**src/rtl/vga_line_scaler.sv**
```systemverilog
// Doubles a 256-pixel NES line stream onto a 512x480 VGA active area using two
// ping-pong line buffers and a registered palette lookup (2 clk read latency).
module vga_line_scaler #(
  parameter int unsigned PIX_W = 6,
  parameter int unsigned RGB_W = 12
) (
  input  logic             clk,
  input  logic             rst,
  input  logic             wr_valid,
  output logic             wr_ready,
  input  logic [PIX_W-1:0] wr_data,
  input  logic             wr_sof,
  input  logic [9:0]       h_count,
  input  logic [9:0]       v_count,
  input  logic             pulse_25MHZ,
  input  logic             video_on,
  input  logic             h_sync,
  input  logic             v_sync,
  output logic [RGB_W-1:0] rgb,
  output logic             de,
  output logic             vga_hs,
  output logic             vga_vs,
  output logic             underrun,
  output logic             sof_err
);

  localparam int unsigned DEPTH = 256;
  localparam int unsigned AW    = 8;
  localparam int unsigned PAL_N = 64;

  typedef enum logic [1:0] {ST_FREE = 2'd0, ST_READY = 2'd1, ST_SHOW = 2'd2} buf_st_e;

  localparam logic [11:0] PAL [PAL_N] = '{
    12'h777, 12'h00F, 12'h00B, 12'h42B, 12'h908, 12'hA02, 12'hA10, 12'h810,
    12'h530, 12'h070, 12'h060, 12'h050, 12'h045, 12'h000, 12'h000, 12'h000,
    12'hBBB, 12'h07F, 12'h05F, 12'h64F, 12'hD0C, 12'hE05, 12'hB10, 12'hE51,
    12'hA70, 12'h0B0, 12'h0A0, 12'h0A4, 12'h088, 12'h000, 12'h000, 12'h000,
    12'hFFF, 12'h3BF, 12'h68F, 12'h97F, 12'hF7F, 12'hF59, 12'hF75, 12'hFA4,
    12'hFB0, 12'hBF1, 12'h5D5, 12'h5F9, 12'h0ED, 12'h777, 12'h000, 12'h000,
    12'hFFF, 12'hAEF, 12'hBBF, 12'hDBF, 12'hFBF, 12'hFAC, 12'hFDB, 12'hFEA,
    12'hFD7, 12'hDF7, 12'hBFB, 12'hBFD, 12'h0FF, 12'hFDF, 12'h000, 12'h000
  };

  logic [PIX_W-1:0] buf_mem [2][DEPTH];

  buf_st_e          st_q [2];
  buf_st_e          st_d [2];
  logic             wr_sel_q, wr_sel_d;
  logic [AW-1:0]    wr_addr_q, wr_addr_d;
  logic             rd_sel_q, rd_sel_d;
  logic             show_sel_q, show_sel_d;
  logic             show_valid_q, show_valid_d;

  logic             wr_ready_q, wr_ready_d;
  logic             underrun_q, underrun_d;
  logic             sof_err_q, sof_err_d;
  logic             vid1_q, vid1_d, hs1_q, hs1_d, vs1_q, vs1_d, sv1_q, sv1_d;
  logic [PIX_W-1:0] rd_pix_q, rd_pix_d;
  logic [RGB_W-1:0] rgb_q, rgb_d;
  logic             de_q, de_d, hs_q, hs_d, vs_q, vs_d;

  logic             line_ev_c, rel_c, load_c, accept_c;
  logic [AW-1:0]    mem_addr_c;

  assign line_ev_c = pulse_25MHZ && (h_count == 10'd799);
  assign rel_c     = line_ev_c && v_count[0] && (v_count <= 10'd479);
  assign load_c    = line_ev_c && ((v_count[0] && (v_count < 10'd479)) || (v_count == 10'd524));
  assign accept_c  = wr_valid && wr_ready_q;

  // State register
  always_ff @(posedge clk or posedge rst) begin
    if (rst) begin
      st_q[0]      <= ST_FREE;
      st_q[1]      <= ST_FREE;
      wr_sel_q     <= 1'b0;
      wr_addr_q    <= '0;
      rd_sel_q     <= 1'b0;
      show_sel_q   <= 1'b0;
      show_valid_q <= 1'b0;
      wr_ready_q   <= 1'b0;
      underrun_q   <= 1'b0;
      sof_err_q    <= 1'b0;
      vid1_q       <= 1'b0;
      hs1_q        <= 1'b0;
      vs1_q        <= 1'b0;
      sv1_q        <= 1'b0;
      rgb_q        <= '0;
      de_q         <= 1'b0;
      hs_q         <= 1'b0;
      vs_q         <= 1'b0;
    end else begin
      st_q         <= st_d;
      wr_sel_q     <= wr_sel_d;
      wr_addr_q    <= wr_addr_d;
      rd_sel_q     <= rd_sel_d;
      show_sel_q   <= show_sel_d;
      show_valid_q <= show_valid_d;
      wr_ready_q   <= wr_ready_d;
      underrun_q   <= underrun_d;
      sof_err_q    <= sof_err_d;
      vid1_q       <= vid1_d;
      hs1_q        <= hs1_d;
      vs1_q        <= vs1_d;
      sv1_q        <= sv1_d;
      rgb_q        <= rgb_d;
      de_q         <= de_d;
      hs_q         <= hs_d;
      vs_q         <= vs_d;
    end
  end

  // Buffer contents are intentionally not reset
  always_ff @(posedge clk) begin
    if (accept_c) buf_mem[wr_sel_q][mem_addr_c] <= wr_data;
    rd_pix_q <= rd_pix_d;
  end

  // Next state: release, load and write all judged on registered buffer states
  always_comb begin
    st_d         = st_q;
    wr_sel_d     = wr_sel_q;
    wr_addr_d    = wr_addr_q;
    rd_sel_d     = rd_sel_q;
    show_sel_d   = show_sel_q;
    show_valid_d = show_valid_q;
    if (rel_c) begin
      for (int i = 0; i < 2; i++) begin
        if (st_q[i] == ST_SHOW) st_d[i] = ST_FREE;
      end
    end
    if (load_c) begin
      if (st_q[rd_sel_q] == ST_READY) begin
        st_d[rd_sel_q] = ST_SHOW;
        show_sel_d     = rd_sel_q;
        show_valid_d   = 1'b1;
        rd_sel_d       = ~rd_sel_q;
      end else begin
        show_valid_d   = 1'b0;
      end
    end
    if (accept_c) begin
      if (wr_sof) begin
        wr_addr_d = AW'(1);
      end else if (wr_addr_q == AW'(DEPTH - 1)) begin
        st_d[wr_sel_q] = ST_READY;
        wr_sel_d       = ~wr_sel_q;
        wr_addr_d      = '0;
      end else begin
        wr_addr_d = wr_addr_q + AW'(1);
      end
    end
  end

  // Outputs and display pipeline
  always_comb begin
    wr_ready_d = (st_d[wr_sel_d] == ST_FREE);
    underrun_d = load_c && (st_q[rd_sel_q] != ST_READY);
    sof_err_d  = accept_c && wr_sof && (wr_addr_q != '0);
    mem_addr_c = wr_sof ? '0 : wr_addr_q;
    rd_pix_d   = buf_mem[show_sel_q][h_count[8:1]];
    vid1_d     = video_on;
    hs1_d      = h_sync;
    vs1_d      = v_sync;
    sv1_d      = show_valid_q;
    rgb_d      = (vid1_q && sv1_q) ? RGB_W'(PAL[6'(rd_pix_q)]) : '0;
    de_d       = vid1_q;
    hs_d       = hs1_q;
    vs_d       = vs1_q;
  end

  assign wr_ready = wr_ready_q;
  assign underrun = underrun_q;
  assign sof_err  = sof_err_q;
  assign rgb      = rgb_q;
  assign de       = de_q;
  assign vga_hs   = hs_q;
  assign vga_vs   = vs_q;

endmodule

```
**config.mk**
```make
export PLATFORM = sky130hd
export DESIGN_NAME = vga_line_scaler
export DESIGN_NICKNAME = d
export VERILOG_FILES = /design/src/rtl/vga_line_scaler.sv
export SDC_FILE = /design/constraint.sdc
export NUM_CORES = 2
export LEC_CHECK = 0
export ABC_AREA = 1
export CAP_MARGIN = 0
export CORE_AREA = 2 2 531 639
export DETAILED_ROUTE_END_ITERATION = 12
export DIE_AREA = 0 0 533 641
export MAX_ROUTING_LAYER = met4
export PLACE_DENSITY = 0.6
export SLEW_MARGIN = 20
export SYNTH_ARGS = -nofsm -noshare
export SYNTH_HDL_FRONTEND = slang
export SYNTH_SLANG_ARGS = --single-unit
export TNS_END_PERCENT = 1
```
**constraint.sdc**
```tcl
create_clock -name clk -period 2.8 [get_ports clk]
set_input_delay 0.56 -clock clk [delete_from_list [all_inputs] [get_ports clk]]
set_output_delay 0.56 -clock clk [all_outputs]
set_load 0.01 [all_outputs]
```
## Word-level counts from Yosys, hierarchy flattened

Memories as Yosys holds them, arrays and structs flattened.
Cells that the tools add are included.

| word-level totals | value |
|---|---|
| flip-flop bits (word level) | 44 |
| memory bits (writable) | 3072 |
| bits in read-only memories | 768 |
| output and inout bits | 18 |
| word-level logic and storage cells | 106 |
| memories kept | 2 |

Memory list:

| name | depth | bits a word | rd ports | clocked after memory_dff | write ports | RTL line | source |
|---|---|---|---|---|---|---|---|
| buf_mem | 2 | 1536 | 1 | 0 | 1 | 44 | `logic [PIX_W-1:0] buf_mem [2][DEPTH];` |
| (no name shown) | 64 | 12 | 1 | 0 | 0 | 165 | `rgb_d = (vid1_q && sv1_q) ? RGB_W'(PAL[6'(rd_pix_q)]) : '0;` |

| cells by class | value |
|---|---|
| add/sub/neg operators | 1 |
| magnitude comparators | 11 |
| equality and inequality tests | 7 |
| multiplexer cells | 35 |
| bitwise operators | 14 |
| reductions and logical operators | 17 |

Operators with widths:

| cell | number |
|---|---|
| $mux 1536 | 1 |
| $bmux 6 s8 | 1 |
| $demux 6 s8 | 1 |
| $mux 12 | 3 |
| $mux 4 | 6 |
| $mux 8 | 3 |
| $eq 10x10->1 const B | 2 |
| $mux 2 | 10 |
| $ge 9x9->1 const B | 2 |
| $mux 6 | 3 |
| $not 8->9 | 2 |
| $logic_and 1x1->1 | 13 |
| $le 10x9->1 const B | 1 |
| $lt 10x9->1 const B | 1 |
| $lt 9x1->1 const B | 1 |
| $add 8x1->8 const B | 1 |
| $eq 8x8->1 const B | 1 |
| $reduce_bool 8->1 | 1 |
| $ge 7x7->1 const B | 1 |
| $not 6->7 | 1 |
| $ge 2x2->1 const B | 3 |
| $not 1->2 | 3 |
| $mux 1 | 5 |
| $and 2x2->2 | 2 |
| other kinds (11) | 17 |

## Logic depth before layout (Yosys ltp)

| depth | value |
|---|---|
| word-level depth | 17 |
| depth in mapped cells | 19 |

## Worst setup path before layout

Ideal clock, no wire load.

| timing | value |
|---|---|
| path kind | input -> register |
| start point | input wr_sof |
| end point | memory buf_mem[0][102] (netlist name), enable pin |
| library setup time | 0.377 ns |
| data arrival time | 2.223 ns |
| required time | 2.423 ns |
| setup slack | 0.200 ns |
| stages | 7 |
| path buffers | 2 |
| cell sequence | buf_2 > inv_1 > nand3_1 > nor2_1 > nand2_1 > clkbuf_1 > nor3_1 |

| on the way | value |
|---|---|
| word-level cells in the longest chain between the ends | 7 |
| elaborated cells on any way between the ends | 8 |

RTL lines:

| element | RTL line | source |
|---|---|---|
| start: declaration | 12 | `input logic wr_sof,` |
| $mux 8 * | 159 | `mem_addr_c = wr_sof ? '0 : wr_addr_q;` |
| $not 8->9 (implied by the code) * | 114 | `if (accept_c) buf_mem[wr_sel_q][mem_addr_c] <= wr_data;` |
| $ge 9x9->1 (implied by the code) / $lt 9x1->1 (equally long branches) | 114 |  |
| $logic_and 1x1->1 (implied by the code) | 114 |  |
| $mux 6 (implied by the code) | 114 |  |
| $demux 6 s8 * | 114 |  |
| $mux 1536 (implied by the code) * | 114 |  |
| end: declaration | 44 |  |

Every way passes the cells marked *; elsewhere a longest branch is shown, timed or not.

## Final worst setup path

| timing | value |
|---|---|
| start point | register show_sel_q |
| end point | register rd_pix_q[4] |

| on the way | value |
|---|---|
| word-level cells in the longest chain between the ends | 4 |

RTL lines:

| element | RTL line | source |
|---|---|---|
| start: declaration | 51 | `logic show_sel_q, show_sel_d;` |
| start signal: assignment | 96 | `show_sel_q <= show_sel_d;` |
| $mem_v2 2x1536 | - |  |
| $bmux 6 s8 | 160 | `rd_pix_d = buf_mem[show_sel_q][h_count[8:1]];` |
| $mux 6 (implied by the code) (2 in series) | 160 |  |
| named net rd_pix_d[4] | 58 | `logic [PIX_W-1:0] rd_pix_q, rd_pix_d;` |
| end signal: assignment | 115 | `rd_pix_q <= rd_pix_d;` |
| end: declaration | 58 |  |

The timed path passes the listed nets, and every way through them passes these cells. The select of a mux whose other input is x is not followed.
A chain may end at the register's enable or synchronous reset.

==> results.toml <==
[sta]
finClkSkew_ns = 0.0478
rsz0062_at_grt = "yes"
drv_slew = 0
fin_crit_sh = 0.984
worst_pin_slew_ns = 0.863
setup_violations = 0
setup_slack_ns = 0.0452
fin_crit_ns = 2.75
relSlewSlack = 0.425
finalHoldViolCount = 0
fin_setup_tns_ns = 0
clock.fmax_mhz = 363

[setup_path]
cpMaxStageDelayCell = "dfrtp_4"
critical_path.startpoint_type = "register"
cpPeakStageDelay_ns = 0.53
critical_path_class = "reg -> reg"
endpoint_kind = "register"
rr_startpoint = "show_sel_q"
crit_path_start = "show_sel_q"
cp.required_ns = 3.60
arrival_ns = 3.55
crit_path_cell_trace = "buf_12 > clkinv_16 > buf_4 > buf_12 > buf_12 > o21ai_0 > nand3_1 > nand3_1 > nand2_1 > nand3_1 > nand3_2 > nand3_1 > nand2_1 > nand2_1 > nand2_1"
path_max_fanout = 55

[yosys]
ys_ff_latch = 3116
synth.distinct_cells = 39
synth_xor_area_frac = 0.000202
syn_inst = 11800
synth-simple-area-share = 0.224
yosysWarnings = 0
ys.flop_type = "edfxtp_1"
synth-adder-area-share = 0.000960
synthesis.nets = 11800
synth_top_family_by_area = "simple AND/OR/NAND/NOR gates"
synthMuxAreaShare = 0
async_flop_share = 0.0122
synth_area_mm2 = 0.130
synth.avg_cell_area_um2 = 11.1
synth_seq_area_share = 0.716
synth-compound-area-share = 0.0205
synth_edf_count = 3072

[grt]
grt_pass1_wl_um = 554000
grt_pass1_vias = 87400
overflow = 0
grt_max_degree = 89
antenna_found_initial = 5
grtUsageTotal = 0.220

[finish]
seq_area_mm2 = 0.0933
stdcell_area_mm2 = 0.156
area_growth_pct = 19.5
fin_nets = 12600
multi_input_area_mm2 = 0.0325
fillers = 29900
drive_above_1_share = 0.140
final_cells = 17200

[placed_design]
dp_cells = 16700
pre_cts_ws_ns = -0.428
io_buffers = 51
dpl-instance-area_mm2 = 0.145
gp_congestion = 0.916
hpwl_um = 243000

[clock_tree]
h-tree-depth = 5
cts.sinks = 3116
worstSkewPairLatency_ns = 0.89
ctsHoldBuffers = 0
clockBufferDepth = 4
cts_buffers = 299
cts_tree = "done"
cts_root_buffer = "clkbuf_16"
clk_pin_slew_ns = 0.06

[worst_hold_path]
hp-class = "in -> reg"
hp-start = "wr_data[3]"

[floorplanning]
die_h_um = 641
initial_utilization = 0.389
rows = 233
die_area_mm2 = 0.342
io_pins = 52
core-area_mm2 = 0.335
chipWidth_um = 533

[pwr]
p_leak_uw = 0.0577
peakVddDrop_mv = 0.400
power.density_mw_per_mm2 = 616

[routing]
avgRoutedWirePerCell_um = 22.0
drtPass1Iterations = 6
ant_nets = 0
vias_per_cell = 5.24
route.detailed.drc = 0
vias = 90400
first_iter_violations = 8635
drt_wl_total_um = 380000

[run_status]
status = "complete, no violations"

[job]
drv_cap = 0
==> cell usage in the layout (no fill, tap or decap), types with 36 or more instances in the layout <==
| cell | n |
|---|---|
| o21ai_0 | 394 |
| buf_4 | 989 |
| clkinv_1 | 61 |
| nand3_1 | 2126 |
| a21oi_1 | 59 |
| nand2_1 | 3262 |
| clkbuf_16 | 327 |
| nor3_1 | 437 |
| edfxtp_1 | 3072 |
| nand3_2 | 40 |
| clkinv_2 | 41 |
| inv_1 | 366 |
| nor2_1 | 989 |
| clkbuf_1 | 62 |
| dfrtp_1 | 36 |
| clkdlybuf4s50_1 | 39 |
| buf_12 | 219 |
==> metal layers <==
| layer | GRT usage | part of all wire | up-vias |
|---|---|---|---|
| met1 | 0.276 | 0.40 | 44100 |
| met4 | 0.0787 | 0.037 | 0 |
| li1 | - | - | 42400 |
| met3 | 0.0243 | 0.065 | 689 |
| met5 | - | 0 | - |
| met2 | 0.370 | 0.50 | 3248 |
==> state kept, by name, summed over array words and instances, names as in the netlist <==
| register | count |
|---|---|
| buf_mem | 3072 |
| de | 1 |
| de_d | 1 |
| hs1_q | 1 |
| rd_pix_q | 6 |
| rd_sel_q | 1 |
| rgb | 12 |
| show_sel_q | 1 |
| show_valid_q | 1 |
| sof_err | 1 |
| st_q | 4 |
| sv1_q | 1 |
| underrun | 1 |
| vga_hs | 1 |
| vga_vs | 1 |
| vs1_q | 1 |
| wr_addr_q | 8 |
| wr_ready | 1 |
| wr_sel_q | 1 |
==> area by class of cell <==
| class | instances | area share |
|---|---|---|
| sequential | 3116 | 0.599 |
| multi-input combinational | 7437 | 0.209 |
| clock inverter | 146 | 0.00837 |
| inverter | 381 | 0.00956 |
| clock buffer | 371 | 0.0511 |
| antenna | 8 | 0.000128 |
| timing repair buffer | 1321 | 0.0874 |
| tap | 4465 | 0.0359 |
==> path summary, 6_finish.rpt <==
check,to,slack [ns],cells after the start
max reg2reg,rd_pix_q[4],0.05,15
min,buf_mem[1][423],0.07,1
max in group asynchronous,vga_vs,2.11,3
max,rd_pix_q[4],0.05,15
min in group asynchronous,wr_addr_q[7],0.10,2
min reg2reg,vga_hs,0.35,0
==> power by group <==
group	leakage (uW)	switching, uW	internal [uW]
combinational	0.0250	3860	1550
clock	0.00451	17100	22200
sequential	0.0281	71.8	51200
total	0.0577	21000	75000
==> critical path, delay by kind of cell (launching register included) <==
family	cells	cell delay, ns
AND/OR/NAND/NOR	9	1.19
buffers and inverters	5	0.76
flip-flops	1	0.53
AO/OA/AOI/OAI	1	0.14
==> kinds of logic after synthesis <==
group | after synthesis
adders and majority gates | 10
AOI/OAI and AO/OA | 512
DFF | 3116
xor gates and xnor gates | 3
buffers and inverters | 1201
and+or+nand+nor | 6912
==> metrics by stage <==
| stage | hold slack [ns] | utilization | total power [uW] |
|---|---|---|---|
| floorplan | 0.331 | - | 54400 |
| detailed placement | 0.344 | 0.433 | 57600 |
| global placement | 0.338 | 0.433 | 57600 |
| global route | 0.0409 | 0.465 | 98700 |
| finish | 0.0722 | 0.465 | 96000 |
| CTS | 0.0238 | 0.461 | 96500 |
==> Yosys cell counts, types with 19 or more instances <==
cell type,count,area [um2]
a21oi_1,66,330
buf_1,110,413
buf_2,267,1340
buf_4,19,143
clkbuf_1,418,1570
dfrtp_1,38,951
edfxtp_1,3072,92200
inv_1,371,1390
nand2_1,3287,12300
nand3_1,2171,10900
nor2_1,1004,3770
nor3_1,437,2190
o21ai_0,396,1980
==> repair_timing <==
action | 4_1_cts | 5_1_grt
buffers inserted | 0 | 24
gates resized for setup | 20 | 116
cloned | 0 | 19
pin swaps | 0 | 11
endpoints found under the setup margin | 6 | 6
No activity file was read; power rests on OpenSTA's default activity.
